[src/rtl/uart_tx_arbiter.sv]
// Round-robin arbiter sharing one UART transmitter among NREQ byte-stream requesters.
// A grant lasts for a whole message unless the length or stall limit forces a release.
module uart_tx_arbiter #(
    parameter int NREQ          = 4,
    parameter int MAX_MSG_LEN   = 64,
    parameter int STALL_TIMEOUT = 100000,
    localparam int GW           = $clog2(NREQ),
    localparam int SW           = $clog2(STALL_TIMEOUT + 1)
) (
    input  logic              clk,
    input  logic              rst,
    input  logic [NREQ-1:0]   req_valid,
    input  logic [8*NREQ-1:0] req_data,
    input  logic [NREQ-1:0]   req_last,
    output logic [NREQ-1:0]   req_ready,
    output logic              uart_tx_valid,
    output logic [7:0]        uart_tx_data,
    input  logic              uart_tx_ready,
    output logic [GW-1:0]     grant_id,
    output logic              busy,
    output logic              msg_abort
);

    typedef enum logic {
        IDLE = 1'b0,
        OWN  = 1'b1
    } state_t;

    localparam logic [7:0]    LEN_LAST   = 8'(MAX_MSG_LEN - 1);
    localparam logic [SW-1:0] STALL_LAST = SW'(STALL_TIMEOUT - 1);
    localparam logic [GW-1:0] LAST_INIT  = GW'(NREQ - 1);

    state_t        state_q;
    logic [GW-1:0] grant_q;
    logic [GW-1:0] last_grant_q;
    logic          busy_q;
    logic          abort_q;
    logic [7:0]    byte_cnt_q;
    logic [SW-1:0] stall_cnt_q;

    logic          own_s;
    logic          owner_valid_s;
    logic          owner_last_s;
    logic [7:0]    owner_data_s;
    logic          xfer_s;
    logic          done_s;
    logic          len_hit_s;
    logic          stall_hit_s;
    logic          pick_found_s;
    logic [GW-1:0] pick_idx_s;
    int            cand_s;

    assign own_s         = (state_q == OWN);
    assign owner_valid_s = req_valid[grant_q];
    assign owner_last_s  = req_last[grant_q];
    assign owner_data_s  = req_data[{grant_q, 3'b000} +: 8];
    assign xfer_s        = own_s & owner_valid_s & uart_tx_ready;

    // Release conditions; an end-of-message byte takes precedence over the length limit.
    assign done_s      = xfer_s & owner_last_s;
    assign len_hit_s   = xfer_s & ~owner_last_s & (byte_cnt_q == LEN_LAST);
    assign stall_hit_s = own_s & ~owner_valid_s & (stall_cnt_q == STALL_LAST);

    // Round-robin pick: scan from farthest to nearest so the nearest index after last_grant wins.
    always_comb begin
        pick_found_s = 1'b0;
        pick_idx_s   = '0;
        cand_s       = 0;
        for (int k = NREQ; k >= 1; k--) begin
            cand_s = (int'(last_grant_q) + k) % NREQ;
            if (req_valid[GW'(cand_s)]) begin
                pick_found_s = 1'b1;
                pick_idx_s   = GW'(cand_s);
            end else begin
                pick_idx_s   = pick_idx_s;
            end
        end
    end

    // Owner pass-through to the transmitter; everything is quiet while idle.
    always_comb begin
        req_ready     = '0;
        uart_tx_valid = 1'b0;
        uart_tx_data  = 8'h00;
        if (own_s) begin
            uart_tx_valid      = owner_valid_s;
            uart_tx_data       = owner_data_s;
            req_ready[grant_q] = uart_tx_ready;
        end else begin
            req_ready     = '0;
            uart_tx_valid = 1'b0;
            uart_tx_data  = 8'h00;
        end
    end

    // Grant FSM with byte and stall counters and the registered status outputs.
    always_ff @(posedge clk) begin
        if (rst) begin
            state_q      <= IDLE;
            grant_q      <= '0;
            last_grant_q <= LAST_INIT;
            busy_q       <= 1'b0;
            abort_q      <= 1'b0;
            byte_cnt_q   <= 8'd0;
            stall_cnt_q  <= '0;
        end else begin
            abort_q <= 1'b0;
            case (state_q)
                IDLE: begin
                    if (pick_found_s) begin
                        state_q     <= OWN;
                        grant_q     <= pick_idx_s;
                        busy_q      <= 1'b1;
                        byte_cnt_q  <= 8'd0;
                        stall_cnt_q <= '0;
                    end else begin
                        state_q <= IDLE;
                        busy_q  <= 1'b0;
                    end
                end
                OWN: begin
                    if (done_s || len_hit_s || stall_hit_s) begin
                        state_q      <= IDLE;
                        busy_q       <= 1'b0;
                        last_grant_q <= grant_q;
                        abort_q      <= ~done_s;
                    end else if (xfer_s) begin
                        byte_cnt_q  <= byte_cnt_q + 8'd1;
                        stall_cnt_q <= '0;
                    end else if (!owner_valid_s) begin
                        stall_cnt_q <= stall_cnt_q + SW'(1);
                    end else begin
                        stall_cnt_q <= '0;
                    end
                end
                default: begin
                    state_q <= IDLE;
                    busy_q  <= 1'b0;
                end
            endcase
        end
    end

    assign grant_id  = grant_q;
    assign busy      = busy_q;
    assign msg_abort = abort_q;

endmodule

[config.mk]
export PLATFORM = sky130hd
export DESIGN_NAME = uart_tx_arbiter
export DESIGN_NICKNAME = d
export VERILOG_FILES = /design/src/rtl/uart_tx_arbiter.sv
export SDC_FILE = /design/constraint.sdc
export NUM_CORES = 1
export LEC_CHECK = 0
export ABC_AREA = 1
export ABC_CLOCK_PERIOD_IN_PS = 3300
export CORE_UTILIZATION = 50
export DETAILED_ROUTE_END_ITERATION = 8
export PLACE_DENSITY = 0.82
export SYNTH_ARGS = -nofsm -noshare
export SYNTH_HDL_FRONTEND = slang
export SYNTH_SLANG_ARGS = --single-unit
[constraint.sdc]
create_clock -name clk -period 3.3 [get_ports clk]
set_clock_uncertainty 0.1 [all_clocks]
set_input_delay 0.495 -clock clk [delete_from_list [all_inputs] [get_ports clk]]
set_output_delay 0.495 -clock clk [all_outputs]
set_load 0.005 [all_outputs]
==> reports/qor.yml, run 1 <==
dpl-instance-area_um2: 2853
track_usage_pct: 27.83
drtAntennaViolNets: 0
cts.repair.resized: 0
grt_max_degree: 22
worst_pin_slew_ns: 0.5899
met3_usage_pct: 5.757
drt_iter0_markers: 171
slew_headroom_pct: 60.53
fmax_ghz: 0.3366
synth_area_um2: 2240
path_buf_inv: 2
setup_viol: 0
r2r_setup_slack_ns: 0.87
max_stage_delay_ns: 0.57
rsz0062_at_grt: "false"
max_cap_viol_count: 0
cts_buffers: 5
antenna_found_initial: 0
slew_violations: 0
cp_slowest_cell: "dfxtp_1"
drc: 0
nFillCells: 355
hold_path_class: "reg -> reg"
globalRouteMet2Util_pct: 45.51
clk_pin_slew_ns: 0.07
place_hpwl_um: 4794
clockBufferDepth: 2
cp-end-kind: "output pin"
cts_hold_buffers: 0
startpoint_type: "register"
synth_cell_type_count: 31
post_drt_wl_per_cell_um: 13.76
insertion_delay_ns: 0.28
synth_warnings: 0
vias: 2589
min_period_over_period_pct: 90.03
vias_per_cell: 5.509
num-nets-final: 464
rr_worst_depth: 10
holdPathStages: 2
syn_nets: 406
finalCriticalPeriod_ns: 2.971
worstPathMaxFanout: 13
overflow: 0
coreArea_um2: 4144
cts.sinks: 32
grt_pass1_vias: 2281
syn2layout_area_growth_pct: 33.02
placementRows: 23
diodes: 0
drt-total-wl_um: 6465
finalInstanceArea_um2: 2979
worst_ep_required_time_ns: 2.70
path_depth: 5
use_met1_pct: 35.85
syn_avg_cell_area_um2: 6.204
drive_gt1_share_pct: 6.190
hold_viol_final: 0
place.gp.congestion: 0.9194
cts_tree: "built"
status: "finished, final reports clean"
tns_ns: 0
die_h_um: 68.93
die_w_um: 68.93
io_buffers: 59
cts_root_buf: "clkbuf_8"
initial_core_util_pct: 54.05
p_leak_nw: 1.171
gr-max-usage-layer: "met2"
grt_pass1_wl_um: 9970
ys_seq_area_share_pct: 28.60
path_class: "reg -> out"
first_pass_iters: 4
critical_path_arrival_ns: 2.38
crit_chain: "inv_1, nor2_1, a22oi_1, a21oi_1, clkdlybuf4s50_1"
cp_top_family: "buffers and inverters"
irDropWorstVdd_mv: 0.3601
die_area_um2: 4751
htree_levels: 2
p_per_area_nw_per_um2: 369.1
cts_setup_buffers: 0
postSynthCellCount: 361
ys_ff_latch: 32
io_pins: 60
[cells in the mapped netlist (all sizes together)]
| master | instances | area (um^2) |
|---|---|---|
| xor2 | 11 | 96.34 |
| a21oi | 38 | 190.2 |
| nor3 | 16 | 80.08 |
| nand3 | 30 | 150.1 |
| nand2 | 100 | 390.4 |
| nand3b | 1 | 7.510 |
| buf | 8 | 58.80 |
| nand4 | 10 | 62.56 |
| nor2 | 40 | 160.2 |
| a22oi | 16 | 120.1 |
| o31ai | 1 | 7.510 |
| and2 | 1 | 6.260 |
| xnor2 | 2 | 17.52 |
| clkinv | 1 | 3.750 |
| a31oi | 1 | 6.260 |
| ha | 2 | 25.02 |
| dfxtp | 32 | 640.6 |
| or2 | 4 | 25.02 |
| clkbuf | 5 | 18.77 |
| o21ai | 10 | 50.05 |
| inv | 32 | 122.6 |
[sequential cells by signal, indices dropped and copies added (netlist names)]
name / count
own_s: 1
msg_abort: 1
last_grant_q: 2
stall_cnt_q: 17
byte_cnt_q: 8
grant_id: 2
busy: 1
[area by class of cell]
cell class / instances / area (um^2) / share of cell area, %
clock buffers: 7 / 96.34 / 3.234
clock inverters: 1 / 30.03 / 1.008
inverters: 33 / 126.4 / 4.242
multi-input cells: 283 / 1395 / 46.83
flip-flops and latches: 32 / 640.6 / 21.50
well taps: 50 / 62.56 / 2.100
repair buffers: 64 / 628.1 / 21.08
[layout by cell type (no fill, tap or decap), types with 2 or more instances in the layout]
cell type and count:
a21oi_1 38, a22oi_1 16, buf_4 5, clkbuf_8 7, clkdlybuf4s50_1 59, dfxtp_1 32, ha_1 2, inv_1 29
inv_2 2, nand2_1 96, nand2_2 3, nand3_1 30, nand4_1 10, nor2_1 38, nor3_1 16, o21ai_0 8
o21ai_1 2, or2_2 4, xnor2_1 2, xor2_1 11
[cells by family (layout without fill, tap and decap cells)]
kind of cell / count (synthesis) / after routing / share of synthesized area [%]
buffers and inverters: 46 / 105 / 9.106
and+or+nand+nor: 202 / 202 / 39.39
adders and majority gates: 2 / 2 / 1.117
AOI/OAI and AO/OA: 66 / 66 / 16.70
xor gates and xnor gates: 13 / 13 / 5.084
DFF: 32 / 32 / 28.60
[power breakdown]
| group | switching, W | total, W | internal, W |
|---|---|---|---|
| sequential | 0.0000161 | 0.000413 | 0.000397 |
| combinational | 0.000147 | 0.000274 | 0.000128 |
| clock | 0.000145 | 0.000412 | 0.000266 |
[metrics by stage]
stage	std cells	power, W	hold WS (ns)	utilization [%]	setup slack [ns]
3_3_place_gp	462	0.0006883	0.3644	68.84	0.7080
3_5_place_dp	462	0.0006934	0.3727	68.84	0.6839
5_1_grt	470	0.001150	0.4035	71.89	0.1444
6_report	470	0.001100	0.3818	71.89	0.3290
2_1_floorplan	361	0.0005734	0.3523	-	1.577
4_1_cts	470	0.001105	0.3829	71.89	0.3356
[path summary, 6_finish.rpt]
path	to	startpoint
setup reg to reg	stall_cnt_q[4]$_SDFFE_PP0P_	grant_id[0]$_SDFFE_PP0P_
setup / recovery	uart_tx_data[7]	grant_id[0]$_SDFFE_PP0P_
hold reg to reg	byte_cnt_q[5]$_SDFFE_PP0P_	byte_cnt_q[5]$_SDFFE_PP0P_
hold / removal	byte_cnt_q[5]$_SDFFE_PP0P_	byte_cnt_q[5]$_SDFFE_PP0P_
[worst min-delay path: cells and delay by family (launching register included)]
kind | cells | cell delay, ns
AOI/OAI and AO/OA | 1 | 0.05
DFF | 1 | 0.32
and+or+nand+nor | 1 | 0.06
[layer usage]
layer	routed length, um	share of wire, %
met5	0	0
met4	77	1.2
met3	386	6.0
met2	3190	49
met1	2810	43
Power figures use the tool's default switching activity.
==> run 2, diff against run 1 <==
--- a/config.mk
+++ b/config.mk
@@ -9,7 +9,9 @@
 export ABC_CLOCK_PERIOD_IN_PS = 3300
 export CORE_UTILIZATION = 50
 export DETAILED_ROUTE_END_ITERATION = 8
+export MAX_ROUTING_LAYER = met4
 export PLACE_DENSITY = 0.82
+export SLEW_MARGIN = 20
 export SYNTH_ARGS = -nofsm -noshare
 export SYNTH_HDL_FRONTEND = slang
 export SYNTH_SLANG_ARGS = --single-unit
==> constraint.sdc (replaced) <==
create_clock -name clk -period 3.3 [get_ports clk]
set_clock_uncertainty 0.1 [all_clocks]
set_input_delay 0.66 -clock clk [delete_from_list [all_inputs] [get_ports clk]]
set_output_delay 0.66 -clock clk [all_outputs]
set_load 0.005 [all_outputs]
==> run 2 against run 1 <==
Net effect: global-route usage grew 0.71 points; clock power shrank 20%; critical path type unchanged; sequential power is essentially flat; largest cell class unchanged; routed wire length grew 1.9%; hold slack gained 0.0063 ns; final area shrank 1.3%; combinational power grew 1%.
==> reports/qor.yml, run 2 (synthesis results as in run 1) <==
worstPathMaxFanout: 12
startpoint_type: "register"
rsz0062_at_grt: "false"
instances_no_fill: 468
initial_core_util_pct: 54.05
timing.rr.end: "stall_cnt_q[12]$_SDFFE_PP0P_"
hold_path_class: "reg -> reg"
slew_violations: 0
hold_viol_final: 0
drtAntennaViolNets: 0
grt_pass1_wl_um: 9818
place.gp.congestion: 0.9322
fin_ws_ns: 0.2689
vias: 2566
cts.repair.resized: 0
setup_viol: 0
fmax_ghz: 0.3299
holdPathEnd: "stall_cnt_q[14]$_SDFFE_PP0P_"
clk_pin_slew_ns: 0.07
clockBufferDepth: 2
dp_slack_ns: 0.4002
reg2reg_from: "grant_id[1]$_SDFFE_PP0P_"
p_leak_nw: 1.153
cts_setup_buffers: 0
regArea_um2: 640.6
status: "finished, final reports clean"
min_period_over_period_pct: 91.85
cp-end-kind: "output pin"
irDropWorstVdd_mv: 0.3539
grt_max_degree: 22
nFillCells: 372
diodes: 0
m1WireLength_um: 2981
met3_wirelength_um: 462
worst_ep_required_time_ns: 2.54
drt_iter0_markers: 204
min_from: "stall_cnt_q[14]$_SDFFE_PP0P_"
cts_hold_buffers: 0
worst_pin_slew_ns: 0.9042
cts_buffers: 5
num-nets-final: 463
tns_ns: 0
layout_common_cells: "96 x nand2_1, 59 x clkdlybuf4s50_1, 38 x nor2_1, 38 x a21oi_1, 32 x dfxtp_1"
path_class: "reg -> out"
track_usage_pct: 28.54
cts_tree: "built"
drive_gt1_share_pct: 5.742
cts_root_buf: "clkbuf_8"
highest_layer: "met4"
numPlacedInstances: 461
die_h_um: 68.93
max_cap_viol_count: 0
multi_input_area_um2: 1395
io_pins: 60
vias_per_cell: 5.483
reg_top3: "stall_cnt_q x17, byte_cnt_q x8"
post_drt_wl_per_cell_um: 14.08
p_per_area_nw_per_um2: 346.1
r2r_setup_slack_ns: 0.81
antenna_found_initial: 0
routed-wl-met2_um: 3079
place_hpwl_um: 4803
layout_commonest_cell: "nand2_1"
first_pass_iters: 4
placementRows: 23
die_area_um2: 4751
drt-total-wl_um: 6591
die_w_um: 68.93
rr_worst_depth: 10
largest-register: "stall_cnt_q"
finalCriticalPeriod_ns: 3.031
io_buffers: 59
p_total_w: 0.001018
overflow: 0
grt_pass1_vias: 2173
drc: 0
insertion_delay_ns: 0.28
cts.sinks: 32
largest_reg_flops: 17
slew_headroom_pct: 39.32
syn2layout_area_growth_pct: 31.34
critical_path_arrival_ns: 2.27
htree_levels: 2
coreArea_um2: 4144
holdPathStages: 2
==> run 2: how the worst max path moves through the flow <==
stage,start,slack (ns),to
global placement,req_valid[3],0.41,uart_tx_valid
global route,grant_id[1]$_SDFFE_PP0P_,0.07,uart_tx_data[5]
CTS,grant_id[1]$_SDFFE_PP0P_,0.27,uart_tx_data[7]
detailed placement,req_valid[3],0.40,uart_tx_valid
finish,grant_id[1]$_SDFFE_PP0P_,0.27,uart_tx_data[5]
floorplan,req_valid[3],1.34,uart_tx_valid
==> run 2: cell type report <==
| type | count | share of cell area (%) |
|---|---|---|
| Clock buffer | 7 | 3.275 |
| Inverter | 33 | 4.296 |
| Multi-Input combinational cell | 283 | 47.43 |
| Sequential cell | 32 | 21.78 |
| Tap cell | 50 | 2.127 |
| Timing Repair Buffer | 63 | 21.10 |
==> run 2: power breakdown <==
| group | internal (W) | leakage [nW] | switching (W) |
|---|---|---|---|
| Combinational | 0.000126 | 0.843 | 0.000152 |
| Sequential | 0.000397 | 0.259 | 0.0000126 |
| Clock | 0.000186 | 0.0503 | 0.000144 |
| Total | 0.000709 | 1.15 | 0.000309 |
==> run 2: metal layers <==
metal / vias to the layer above / track usage [%]
li1: 1311 / -
met1: 1158 / 37.19
met2: 90 / 44.90
met3: 7 / 5.757
met4: 0 / 7.143
met5: - / -
==> run 2: worst max-delay path, stage by stage, from the launching register on <==
cell	delay, ns
dfxtp_1	0.59
inv_2	0.10
nor2_1	0.45
a22oi_1	0.14
a21oi_1	0.17
clkdlybuf4s50_1	0.53
==> run 2: stage by stage <==
step                hold slack [ns]  instance area, um^2  util (%)
finish                       0.3881                 2942     70.98
global route                 0.4156                 2942     70.98
CTS                          0.3914                 2942     70.98
floorplan                    0.3523                 2240         -
global placement             0.3688                 2845     68.66
detailed placement           0.3804                 2845     68.66
==> run 3, diff against run 2 <==
--- a/config.mk
+++ b/config.mk
@@ -9,6 +9,7 @@
 export ABC_CLOCK_PERIOD_IN_PS = 3300
 export CORE_UTILIZATION = 50
 export DETAILED_ROUTE_END_ITERATION = 8
+export GPL_ROUTABILITY_DRIVEN = 0
 export MAX_ROUTING_LAYER = met4
 export PLACE_DENSITY = 0.82
 export SLEW_MARGIN = 20
==> run 3 against run 2 <==
Net effect: final area shrank 0.64%; count of clock-buffer cells in the layout shrank 1; maximum frequency grew 0.17%; via count shrank 0.94%; core utilization shrank 0.45 points; clock power shrank 15%; critical path type unchanged; critical endpoint is now uart_tx_data[7].
==> reports/qor.yml, run 3 (synthesis results as in run 1) <==
io_buffers: 59
die_area_um2: 4751
die_w_um: 68.93
max_cap_viol_count: 0
io_pins: 60
reg_top3: "stall_cnt_q x17, byte_cnt_q x8"
path_class: "reg -> out"
clk_pin_slew_ns: 0.06
hold_viol_final: 0
cts_tree: "built"
numPlacedInstances: 461
fin_util_pct: 70.53
vias: 2542
drt-total-wl_um: 6248
worstPathMaxFanout: 12
p_per_area_nw_per_um2: 330.7
switching_share_pct: 31.02
grt_pass1_wl_um: 9363
combinationalPowerShare_pct: 28.6
instances_no_fill: 468
finalCriticalPeriod_ns: 3.026
internal-power_w: 0.0006666
grt_pass1_vias: 2108
hold_ws_ns: 0.3838
startpoint_type: "register"
first_pass_iters: 4
drc: 0
p_leak_nw: 1.143
die_h_um: 68.93
p_sw_w: 0.0002998
placementRows: 23
antenna_found_initial: 0
cts.repair.resized: 0
irDropWorstVdd_mv: 0.2544
drive_gt1_share_pct: 5.502
largest-register: "stall_cnt_q"
nFillCells: 377
cp_slowest_cell: "dfxtp_1"
grt_max_degree: 22
slew_headroom_pct: 39.80
num-nets-final: 463
hold_path_class: "reg -> reg"
cp_top_family: "buffers and inverters"
cp-end-kind: "output pin"
path_buf_inv: 2
rsz0062_at_grt: "false"
track_usage_pct: 27.40
crit_chain: "inv_2, nor2_1, a22oi_1, a21oi_1, clkdlybuf4s50_1"
htree_levels: 2
setup_viol: 0
layout_commonest_cell: "nand2_1"
largest_reg_flops: 17
drt_iter0_markers: 152
slew_violations: 0
cts_root_buf: "clkbuf_8"
worst_pin_slew_ns: 0.8970
critical_path_arrival_ns: 2.27
overflow: 0
insertion_delay_ns: 0.28
drtAntennaViolNets: 0
clockBufferDepth: 2
cts.sinks: 32
syn2layout_area_growth_pct: 30.50
cts_buffers: 5
vias_per_cell: 5.432
max_stage_delay_ns: 0.58
status: "finished, final reports clean"
layout_common_cells: "96 x nand2_1, 59 x clkdlybuf4s50_1, 38 x nor2_1, 38 x a21oi_1, 32 x dfxtp_1"
cts_setup_buffers: 0
worst_ep_required_time_ns: 2.54
place_hpwl_um: 4707
p_seq_share_pct: 42.4
pwr-share-clk_pct: 29.0
cts_hold_buffers: 0
post_drt_wl_per_cell_um: 13.35
min_period_over_period_pct: 91.70
tns_ns: 0
coreArea_um2: 4144
diodes: 0
initial_core_util_pct: 54.05
fmax_ghz: 0.3305
[run 3: power by group through the flow]
| stage | Sequential [W] | Combinational (W) | Clock [W] |
|---|---|---|---|
| 3_3_place_gp | 0.000417 | 0.000272 | 0 |
| 4_1_cts | 0.000410 | 0.000277 | 0.000288 |
| 2_1_floorplan | 0.000415 | 0.000159 | 0 |
| 3_5_place_dp | 0.000418 | 0.000276 | 0 |
| 6_report | 0.000410 | 0.000276 | 0.000280 |
| 5_1_grt | 0.000411 | 0.000304 | 0.000307 |
[run 3: stage by stage]
stage / setup slack, ns / instance area (um^2) / power (W)
after floorplan: 1.341 / 2240 / 0.0005734
after global placement: 0.4238 / 2845 / 0.0006895
after detailed placement: 0.3899 / 2845 / 0.0006943
after CTS: 0.2838 / 2923 / 0.0009742
after global routing: 0.1289 / 2923 / 0.001022
final: 0.2740 / 2923 / 0.0009664
[run 3: worst reg2reg max path, cell delays in order, from the launching register on]
cell and delay (ns):
dfxtp_1 0.58, nor2_2 0.20, nand2_2 0.10, nand2_2 0.06, nor2_4 0.30, nand3_1 0.16, nand3_1 0.11, nand2_2 0.28
inv_4 0.29, nand2_1 0.08, a21oi_1 0.13
[run 3: final cells by class]
| cell class | count | area (um^2) | share of cell area [%] |
|---|---|---|---|
| clock buffer | 6 | 72.57 | 2.483 |
| clock inverter | 1 | 5.005 | 0.1712 |
| inverter | 33 | 126.4 | 4.324 |
| multi-input combinational | 283 | 1395 | 47.73 |
| sequential | 32 | 640.6 | 21.92 |
| tap | 50 | 62.56 | 2.140 |
| timing repair buffer | 63 | 620.6 | 21.23 |
[run 3: worst paths after layout]
kind                                            startpoint                          end  slack, ns  depth (start not counted)
worst min register to register  byte_cnt_q[5]$_SDFFE_PP0P_   byte_cnt_q[5]$_SDFFE_PP0P_       0.38                          2
worst max register to register    grant_id[1]$_SDFFE_PP0P_  stall_cnt_q[2]$_SDFFE_PP0P_       0.82                         10
worst min-delay path            byte_cnt_q[5]$_SDFFE_PP0P_   byte_cnt_q[5]$_SDFFE_PP0P_       0.38                          2
worst max-delay path              grant_id[1]$_SDFFE_PP0P_              uart_tx_data[7]       0.27                          5
[run 3: metal layers]
layer / share of wire [%] / GRT usage, % / up-vias
met5: 0 / - / -
met4: 1.3 / 7.908 / 0
met3: 5.9 / 5.757 / 9
met2: 45 / 41.50 / 73
met1: 48 / 36.55 / 1145
li1: - / - / 1315
